===== src/rtl/label_seq_ctrl.sv =====
// Label sequencer: streams label-memory words to the training core for num_epochs
// passes of num_samples labels, sharing the single memory port with host label loads.
module label_seq_ctrl #(
  parameter int unsigned ADDR_W = 10,
  parameter int unsigned DATA_W = 16
) (
  input  logic              clk,
  input  logic              rst_n,
  input  logic              start,
  input  logic              abort,
  input  logic [ADDR_W:0]   num_samples,
  input  logic [7:0]        num_epochs,
  output logic              busy,
  output logic              done,
  output logic [7:0]        epoch_idx,
  input  logic              host_wr_en,
  input  logic [ADDR_W-1:0] host_addr,
  input  logic [DATA_W-1:0] host_data,
  output logic              host_wr_ack,
  output logic              mem_ena,
  output logic              wr_rd,
  output logic [ADDR_W-1:0] addr,
  output logic [DATA_W-1:0] data_in,
  input  logic [DATA_W-1:0] mem_rdata,
  output logic              lbl_valid,
  output logic [DATA_W-1:0] lbl_data,
  output logic [ADDR_W-1:0] lbl_idx,
  output logic              lbl_last,
  input  logic              lbl_ready
);

  localparam int unsigned CNT_W   = ADDR_W + 1;
  localparam int unsigned EPOCH_W = 8;
  localparam logic [CNT_W-1:0] N_MAX = {1'b1, {ADDR_W{1'b0}}};

  typedef enum logic [1:0] {
    ST_IDLE    = 2'd0,
    ST_RD      = 2'd1,
    ST_CAP     = 2'd2,
    ST_PRESENT = 2'd3
  } state_t;

  state_t               state_q, state_d;
  logic [ADDR_W-1:0]    idx_q, idx_d;
  logic [EPOCH_W-1:0]   epoch_q, epoch_d;
  logic [ADDR_W-1:0]    n_last_q, n_last_d;
  logic [EPOCH_W-1:0]   e_last_q, e_last_d;
  logic                 busy_q, busy_d;
  logic                 done_q, done_d;
  logic                 valid_q, valid_d;
  logic [DATA_W-1:0]    data_q, data_d;
  logic [ADDR_W-1:0]    lidx_q, lidx_d;
  logic                 last_q, last_d;
  logic [CNT_W-1:0]     n_eff;

  // Oversized sample counts saturate at the full memory depth.
  assign n_eff = (num_samples > N_MAX) ? N_MAX : num_samples;

  // Sequencer next-state and next-output logic.
  always_comb begin
    state_d  = state_q;
    idx_d    = idx_q;
    epoch_d  = epoch_q;
    n_last_d = n_last_q;
    e_last_d = e_last_q;
    done_d   = 1'b0;
    valid_d  = valid_q;
    data_d   = data_q;
    lidx_d   = lidx_q;
    last_d   = last_q;

    case (state_q)
      ST_IDLE: begin
        if (start && !abort) begin
          if (num_samples == '0 || num_epochs == '0) begin
            done_d = 1'b1;
          end else begin
            n_last_d = ADDR_W'(n_eff - CNT_W'(1));
            e_last_d = num_epochs - EPOCH_W'(1);
            idx_d    = '0;
            epoch_d  = '0;
            state_d  = ST_RD;
          end
        end
      end
      ST_RD: state_d = ST_CAP;
      ST_CAP: begin
        data_d  = mem_rdata;
        lidx_d  = idx_q;
        last_d  = (idx_q == n_last_q) && (epoch_q == e_last_q);
        valid_d = 1'b1;
        state_d = ST_PRESENT;
      end
      ST_PRESENT: begin
        if (lbl_ready) begin
          valid_d = 1'b0;
          if (idx_q < n_last_q) begin
            idx_d   = idx_q + ADDR_W'(1);
            state_d = ST_RD;
          end else if (epoch_q < e_last_q) begin
            idx_d   = '0;
            epoch_d = epoch_q + EPOCH_W'(1);
            state_d = ST_RD;
          end else begin
            state_d = ST_IDLE;
            done_d  = 1'b1;
          end
        end
      end
      default: state_d = ST_IDLE;
    endcase

    // Abort wins over handshake and start; it never produces a done pulse.
    if (abort && state_q != ST_IDLE) begin
      state_d = ST_IDLE;
      valid_d = 1'b0;
      done_d  = 1'b0;
    end

    busy_d = (state_d != ST_IDLE);
  end

  always_ff @(posedge clk or negedge rst_n) begin
    if (!rst_n) begin
      state_q  <= ST_IDLE;
      idx_q    <= '0;
      epoch_q  <= '0;
      n_last_q <= '0;
      e_last_q <= '0;
      busy_q   <= 1'b0;
      done_q   <= 1'b0;
      valid_q  <= 1'b0;
      data_q   <= '0;
      lidx_q   <= '0;
      last_q   <= 1'b0;
    end else begin
      state_q  <= state_d;
      idx_q    <= idx_d;
      epoch_q  <= epoch_d;
      n_last_q <= n_last_d;
      e_last_q <= e_last_d;
      busy_q   <= busy_d;
      done_q   <= done_d;
      valid_q  <= valid_d;
      data_q   <= data_d;
      lidx_q   <= lidx_d;
      last_q   <= last_d;
    end
  end

  // Memory port mux: sequencer read owns the port in RD, host writes elsewhere.
  always_comb begin
    host_wr_ack = host_wr_en && rst_n && (state_q != ST_RD);
    mem_ena     = 1'b0;
    wr_rd       = 1'b0;
    addr        = '0;
    data_in     = '0;
    if (rst_n && state_q == ST_RD) begin
      mem_ena = 1'b1;
      addr    = idx_q;
    end else if (host_wr_ack) begin
      mem_ena = 1'b1;
      wr_rd   = 1'b1;
      addr    = host_addr;
      data_in = host_data;
    end
  end

  assign busy      = busy_q;
  assign done      = done_q;
  assign epoch_idx = epoch_q;
  assign lbl_valid = valid_q;
  assign lbl_data  = data_q;
  assign lbl_idx   = lidx_q;
  assign lbl_last  = last_q;

endmodule

===== config.mk =====
export PLATFORM = sky130hd
export DESIGN_NAME = label_seq_ctrl
export DESIGN_NICKNAME = d
export VERILOG_FILES = /design/src/rtl/label_seq_ctrl.sv
export SDC_FILE = /design/constraint.sdc
export NUM_CORES = 1
export LEC_CHECK = 0
export ABC_AREA = 1
export CORE_ASPECT_RATIO = 0.6
export CORE_MARGIN = 5
export CORE_UTILIZATION = 30
export DETAILED_ROUTE_END_ITERATION = 10
export GPL_ROUTABILITY_DRIVEN = 0
export HOLD_SLACK_MARGIN = 0.06
export SLEW_MARGIN = 20
export SYNTH_ARGS = -nofsm -noshare
export SYNTH_HDL_FRONTEND = slang
export SYNTH_SLANG_ARGS = --single-unit
export TNS_END_PERCENT = 1

===== constraint.sdc =====
create_clock -name clk -period 2.24 [get_ports clk]
set_input_delay 0.448 -clock clk [delete_from_list [all_inputs] [get_ports clk]]
set_output_delay 0.448 -clock clk [all_outputs]
set_load 0.01 [all_outputs]

==> results of run 1 <==
[cell usage in the layout (no fill, tap or decap), drive strengths merged]
master	count
a21o	2
a21oi	7
a32o	2
buf	48
bufinv	2
clkbuf	12
clkdlybuf4s15	4
clkdlybuf4s50	103
clkinv	2
clkinvlp	1
dfrtp	68
dlygate4sd2	6
dlymetal6s2s	18
ha	27
inv	82
nand2	201
nand3	19
nand3b	3
nand4	3
nor2	60
nor3	7
nor3b	1
o211ai	1
o21ai	59
o21bai	2
o22ai	1
o31ai	1
o41ai	2
or2	2
xnor2	8
xor2	12
[cell families after synthesis]
kind of cell,count (synthesis)
simple gates,296
compound gates,77
xor+xnor,20
buf+inv,97
fa+ha+maj,27
flops,68
[layout make-up]
type                            instances  area (um^2)
Clock buffer                           11        232.7
Clock inverter                          5        85.08
Tap cell                              192        240.2
Multi-Input combinational cell        420         2185
Fill cell                            1336         7264
Timing Repair Buffer                  180         1730
Inverter                               82        310.3
Sequential cell                        68         1702
[final timing paths]
check / cells past startpoint / end / start
max: 7 / addr[4] / host_wr_en
min: 2 / lbl_idx[8]$_DFFE_PN0P_ / rst_n
max reg2reg: 11 / epoch_idx[1]$_DFFE_PN0P_ / idx_q[8]$_DFFE_PN0P_
min reg2reg: 2 / lbl_data[11]$_DFFE_PN0P_ / lbl_data[11]$_DFFE_PN0P_
max in group asynchronous: 2 / n_last_q[3]$_DFFE_PN0P_ / rst_n
min in group clk: 2 / lbl_data[11]$_DFFE_PN0P_ / lbl_data[11]$_DFFE_PN0P_
[through the flow]
step | hold slack (ns) | cells | total power, W | util (%)
final | 0.1212 | 958 | 0.005443 | 47.17
after detailed placement | 0.4608 | 942 | 0.003945 | 44.41
after CTS | 0.1252 | 958 | 0.005500 | 46.67
after floorplan | 0.1524 | 585 | 0.002901 | -
after global routing | 0.1367 | 958 | 0.005846 | 47.17
after global placement | 0.4548 | 942 | 0.003885 | 44.41
[routing by layer]
metal / up-vias / routed length [um] / GRT usage, %
met5: - / 0 / 0
met2: 133 / 5503 / 24.83
met3: 11 / 885 / 4.192
met1: 1888 / 6505 / 21.38
li1: 2185 / - / -
met4: 0 / 136 / 4.124
[state kept, by name (all words and copies together) (netlist names)]
signal / flops
lbl_data: 16
idx_q: 10
lbl_idx: 10
n_last_q: 10
e_last_q: 8
epoch_idx: 8
state_q: 2
busy: 1
done: 1
lbl_last: 1
lbl_valid: 1
[worst reg2reg max path: cells and delay by family, from the launching register on]
family	cells	cell delay, ns
flops	1	0.43
buf+inv	2	0.24
compound gates	2	0.18
fa+ha+maj	1	0.30
simple gates	6	0.68
[synth_stat cells]
| master | instances |
|---|---|
| nand2_1 | 200 |
| inv_1 | 80 |
| dfrtp_1 | 68 |
| nor2_1 | 60 |
| o21ai_0 | 43 |
| ha_1 | 27 |
| nand3_1 | 17 |
| xor2_1 | 12 |
| o21ai_1 | 9 |
| clkbuf_1 | 8 |
| xnor2_1 | 8 |
| a21oi_1 | 7 |
| nor3_1 | 7 |
| o21ai_2 | 6 |
| buf_2 | 4 |
| nand3b_1 | 3 |
| nand4_1 | 3 |
| a21o_1 | 2 |
| a32o_1 | 2 |
| buf_6 | 2 |
| nand3_2 | 2 |
| o21bai_1 | 2 |
| or2_0 | 2 |
| buf_4 | 1 |
| clkinv_1 | 1 |
| inv_2 | 1 |
| nand2_2 | 1 |
| nor3b_1 | 1 |
| o211ai_2 | 1 |
| o21ai_4 | 1 |
| o22ai_1 | 1 |
| o31ai_1 | 1 |
| o41ai_1 | 1 |
| o41ai_2 | 1 |
[report_power, final]
group	internal (W)	leakage [nW]	total, W	switching, W
Combinational	0.00101	2.41	0.00218	0.00117
Clock	0.000981	0.150	0.00152	0.000536
Sequential	0.00157	0.891	0.00175	0.000180
==> impl_metrics.json, run 1 <==
{
  "status": "finished, final reports clean",
  "r2r_slack_ns": 0.30,
  "diodes": 0,
  "crit_type": "primary input to output pin",
  "finalSetupTns_ns": 0,
  "core-area_um2": 13750,
  "root_buffer": "clkbuf_16",
  "synth_warnings": 0,
  "cp_data_required_time_ns": 1.79,
  "synth_nets": 679,
  "dpl_cell_area_um2": 6106,
  "arrival_ns": 1.72,
  "critical_path_peak_fanout": 11,
  "path_buf_inv": 3,
  "post-route-period-util_pct": 96.85,
  "synth_top_cell_area_share_pct": 40.02,
  "max-cap-violations": 0,
  "syn_avg_cell_area_um2": 7.268,
  "die_x_um": 163.7,
  "slew_violations": 0,
  "fp.dieH_um": 102.2,
  "fin_nets": 855,
  "fin_skew_ns": 0.007214,
  "grt_pass1_vias": 4209,
  "clock_latency_ns": 0.33,
  "cts.htree.levels": 3,
  "synthSimpleGateAreaFrac_pct": 27.84,
  "ioPinCount": 134,
  "synth_cell_types": 34,
  "cts_tree": "yes",
  "pre_cts_ws_ns": -0.2965,
  "cts.sinks": 68,
  "syn_inst": 585,
  "synth_area_leaders": "dfrtp_1, nand2_1, ha_1, inv_1, nor2_1",
  "drtIter0Drc": 291,
  "synth_xor_xnor_area_share_pct": 4.120,
  "hold_violations": 0,
  "slowest_stage": "clkdlybuf4s50_1",
  "wl_per_cell_um": 13.60,
  "grt_pass1_wl_um": 20780,
  "hold_path.class": "primary input to asynchronous set/reset pin",
  "std_cell_rows": 33,
  "cts_resized": 15,
  "ys_ff_latch": 68,
  "path_delay_family": "buffers and inverters",
  "clkTransAtPathRegs_ns": 0.06,
  "p_leak_nw": 3.454,
  "tightest_slew_ns": 0.7047,
  "grt_antenna_before_repair": 0,
  "ir_worst_vdd_uv": 313.5,
  "worst_slack_ns": 0.07054,
  "die_area_um2": 16730,
  "drive_above_1_share_pct": 10.44,
  "cpPeakStageDelay_ns": 0.46,
  "crit_chain": "clkdlybuf4s50_1 -> nand2_1 -> nor2_4 -> buf_6 -> nand2_1 -> o21ai_0 -> dlygate4sd2_1",
  "areaGrowthSynthToFinish_pct": 52.53,
  "vias": 4217,
  "track_usage_pct": 15.66,
  "cp-end-kind": "output pin",
  "layout_min_cycle_time_ns": 2.169,
  "antenna_left": 0,
  "seq_area_frac_synth_pct": 40.02,
  "synth_compound_gate_area_share_pct": 10.95,
  "grt_overflow": 0,
  "critPathLaunchType": "primary input",
  "grt_max_degree": 55,
  "routed_wl_um": 13030,
  "syn-cell-area_um2": 4252,
  "synth_mux_area_share_pct": 0,
  "fmax_mhz": 460.9,
  "drc": 0,
  "postCtsHoldBufs": 0,
  "setup_viol": 0,
  "clockBufferDepth": 2,
  "fin_area_um2": 6485,
  "start_util_pct": 30.92,
  "firstDrtPassIters": 5,
  "post_cts_buffers": 0,
  "synthAdderAreaFrac_pct": 7.946,
  "synth_top_family_by_area": "simple AND/OR/NAND/NOR gates",
  "pwr_density_cell_nw_per_um2": 839.4,
  "numCtsBuffers": 9,
  "maxSlewHeadroom_pct": 53.02,
  "yosysTopAreaCell": "dfrtp_1",
  "portBuffers": 133,
  "dpl.hpwl_um": 10370,
  "crit_top_cell": "nand2_1",
  "viasPerCell": 4.402
}
No activity file was read; power rests on OpenSTA's default activity.
==> run 2: changes to the inputs <==
Settings changed: CTS_CLUSTER_DIAMETER from default to 100.
==> results of run 2 <==
The final DEF is identical to that of run 1; final timing and power are the same.
==> run 3: changes to the inputs <==
Settings changed: GPL_TIMING_DRIVEN from default to 0.
Clock period 2.24 ns to 2 ns, I/O delays scaled along.
==> impl_metrics.json, run 3 (same netlist as run 1, synthesis figures left out) <==
{
  "max-cap-violations": 0,
  "p_switching_w": 0.002215,
  "cp-end-kind": "output pin",
  "cts.sinks": 68,
  "internal-power_w": 0.004170,
  "start_util_pct": 30.92,
  "largest_reg_flops": 16,
  "fp.dieH_um": 102.2,
  "cts.htree.levels": 3,
  "portBuffers": 133,
  "clockBufferDepth": 2,
  "met1_length_um": 6439,
  "hold_path.class": "flip-flop to flip-flop",
  "cp_data_required_time_ns": 1.60,
  "slowest_stage": "dfrtp_2",
  "fin_nets": 840,
  "p_comb_share_pct": 39.5,
  "layout_commonest_cell": "nand2_1",
  "clock_latency_ns": 0.33,
  "wl_per_cell_um": 14.25,
  "layout_min_cycle_time_ns": 1.968,
  "fin_skew_ns": 0.009452,
  "grt_overflow": 0,
  "firstDrtPassIters": 4,
  "ir_worst_vdd_uv": 396.4,
  "switching_share_pct": 34.69,
  "critical_path_peak_fanout": 10,
  "grt_antenna_before_repair": 1,
  "status": "finished, final reports clean",
  "grt_pass1_wl_um": 21310,
  "cts_tree": "yes",
  "finalSetupTns_ns": 0,
  "cpPeakStageDelay_ns": 0.43,
  "grt_pass1_vias": 4182,
  "vias": 4302,
  "drtIter0Drc": 223,
  "clkTransAtPathRegs_ns": 0.06,
  "antenna_left": 0,
  "std_cell_rows": 33,
  "crit_chain": "ha_4 -> nor2_4 -> inv_4 -> buf_8 -> nor2_1 -> buf_2",
  "die_area_um2": 16730,
  "die_x_um": 163.7,
  "p_leak_nw": 3.157,
  "drc": 0,
  "routed_wl_um": 13440,
  "p_total_w": 0.006385,
  "setup_viol": 0,
  "r2r_slack_ns": 0.07,
  "arrival_ns": 1.57,
  "hold_violations": 0,
  "pwr_density_cell_nw_per_um2": 997.4,
  "tightest_slew_ns": 0.5590,
  "wl_met2_um": 5620,
  "numCtsBuffers": 9,
  "crit_type": "flip-flop to output pin",
  "viasPerCell": 4.562,
  "power_frac_seq_pct": 30.8,
  "dpl.hpwl_um": 10460,
  "areaGrowthSynthToFinish_pct": 50.56,
  "final_cell_mix": "nand2_1, clkdlybuf4s50_1, inv_1",
  "maxSlewHeadroom_pct": 62.73,
  "drive_above_1_share_pct": 16.64,
  "core-area_um2": 13750,
  "track_usage_pct": 16.23,
  "slew_violations": 0,
  "post-route-period-util_pct": 98.42,
  "critPathLaunchType": "flip-flop",
  "ioPinCount": 134,
  "diodes": 0,
  "path_buf_inv": 3,
  "root_buffer": "clkbuf_16",
  "fmax_mhz": 508.0,
  "path_delay_family": "flip-flops",
  "p_clk_share_pct": 29.7,
  "grt_max_degree": 38,
  "rsz0062_at_grt": "yes",
  "routed.top_layer": "met4",
  "dr_wl_met3_um": 1190
}
-- run 3: cell count changes in the layout (fill, tap and decap cells not counted), moves of 12 or more --
cell	before	now
buf_2	0	22
buf_4	46	15
dlymetal6s2s_1	18	5
nor2_1	59	46
nor2_2	0	12
o21ai_0	43	27
o21ai_1	9	24
-- run 3: path summary, 6_finish.rpt --
check / startpoint / end / cells after the start
min: lbl_data[11]$_DFFE_PN0P_ / lbl_data[11]$_DFFE_PN0P_ / 2
max: state_q[0]$_DFF_PN0_ / data_in[10] / 6
min reg2reg: lbl_data[11]$_DFFE_PN0P_ / lbl_data[11]$_DFFE_PN0P_ / 2
min in group asynchronous: rst_n / epoch_idx[7]$_DFFE_PN0P_ / 3
max reg2reg: idx_q[9]$_DFFE_PN0P_ / epoch_idx[6]$_DFFE_PN0P_ / 11
max in group asynchronous: rst_n / idx_q[9]$_DFFE_PN0P_ / 3
-- run 3: tightest hold or removal path: cells and delay by family, from the launching register on --
family	cells	cell delay, ns
flip-flops	1	0.34
AND/OR/NAND/NOR	2	0.10
-- run 3: layout make-up --
type | count | area [um^2]
plain buffers | 15 | 115.1
clock buffers | 11 | 252.7
clock inverters | 5 | 106.4
fillers | 1357 | 7348
inverters | 82 | 315.3
multi-input cells | 420 | 2301
flip-flops and latches | 68 | 1709
well taps | 192 | 240.2
repair buffers | 150 | 1361
-- run 3: through the flow --
stage               setup WS [ns]  util [%]  instances  instance area [um^2]  hold slack (ns)
detailed placement        -0.7838     42.48        911                  5841           0.3837
floorplan                  0.1811         -        585                  4252           0.1044
global route              -0.1065     46.56        943                  6401           0.4954
CTS                      -0.05345     45.52        936                  6259           0.4780
global placement           -3.531     42.35        910                  5823           0.4554
finish                    0.03158     46.56        943                  6401           0.4697
-- run 3: layer usage --
metal / vias up / track usage [%]
li1: 2157 / -
met3: 17 / 4.716
met2: 153 / 24.33
met4: 0 / 5.219
met5: - / 0
met1: 1975 / 22.68
-- run 3: what timing repair did --
| action | CTS | global route |
|---|---|---|
| pin swaps | 4 | 7 |
| endpoints found under the setup margin | 53 | 67 |
| setup buffers | 6 | 7 |
| hold buffers | 3 | 0 |
| resized for setup | 118 | 74 |
| gates cloned | 0 | 0 |
| endpoints found under the hold margin | 31 | 0 |
-- run 3: power groups by stage --
stage | Sequential [W] | Combinational, W | Clock, W
floorplan | 0.00204 | 0.00120 | 0
global placement | 0.00198 | 0.00227 | 0
detailed placement | 0.00199 | 0.00235 | 0
CTS | 0.00196 | 0.00243 | 0.00194
global route | 0.00201 | 0.00285 | 0.00202
finish | 0.00197 | 0.00252 | 0.00190
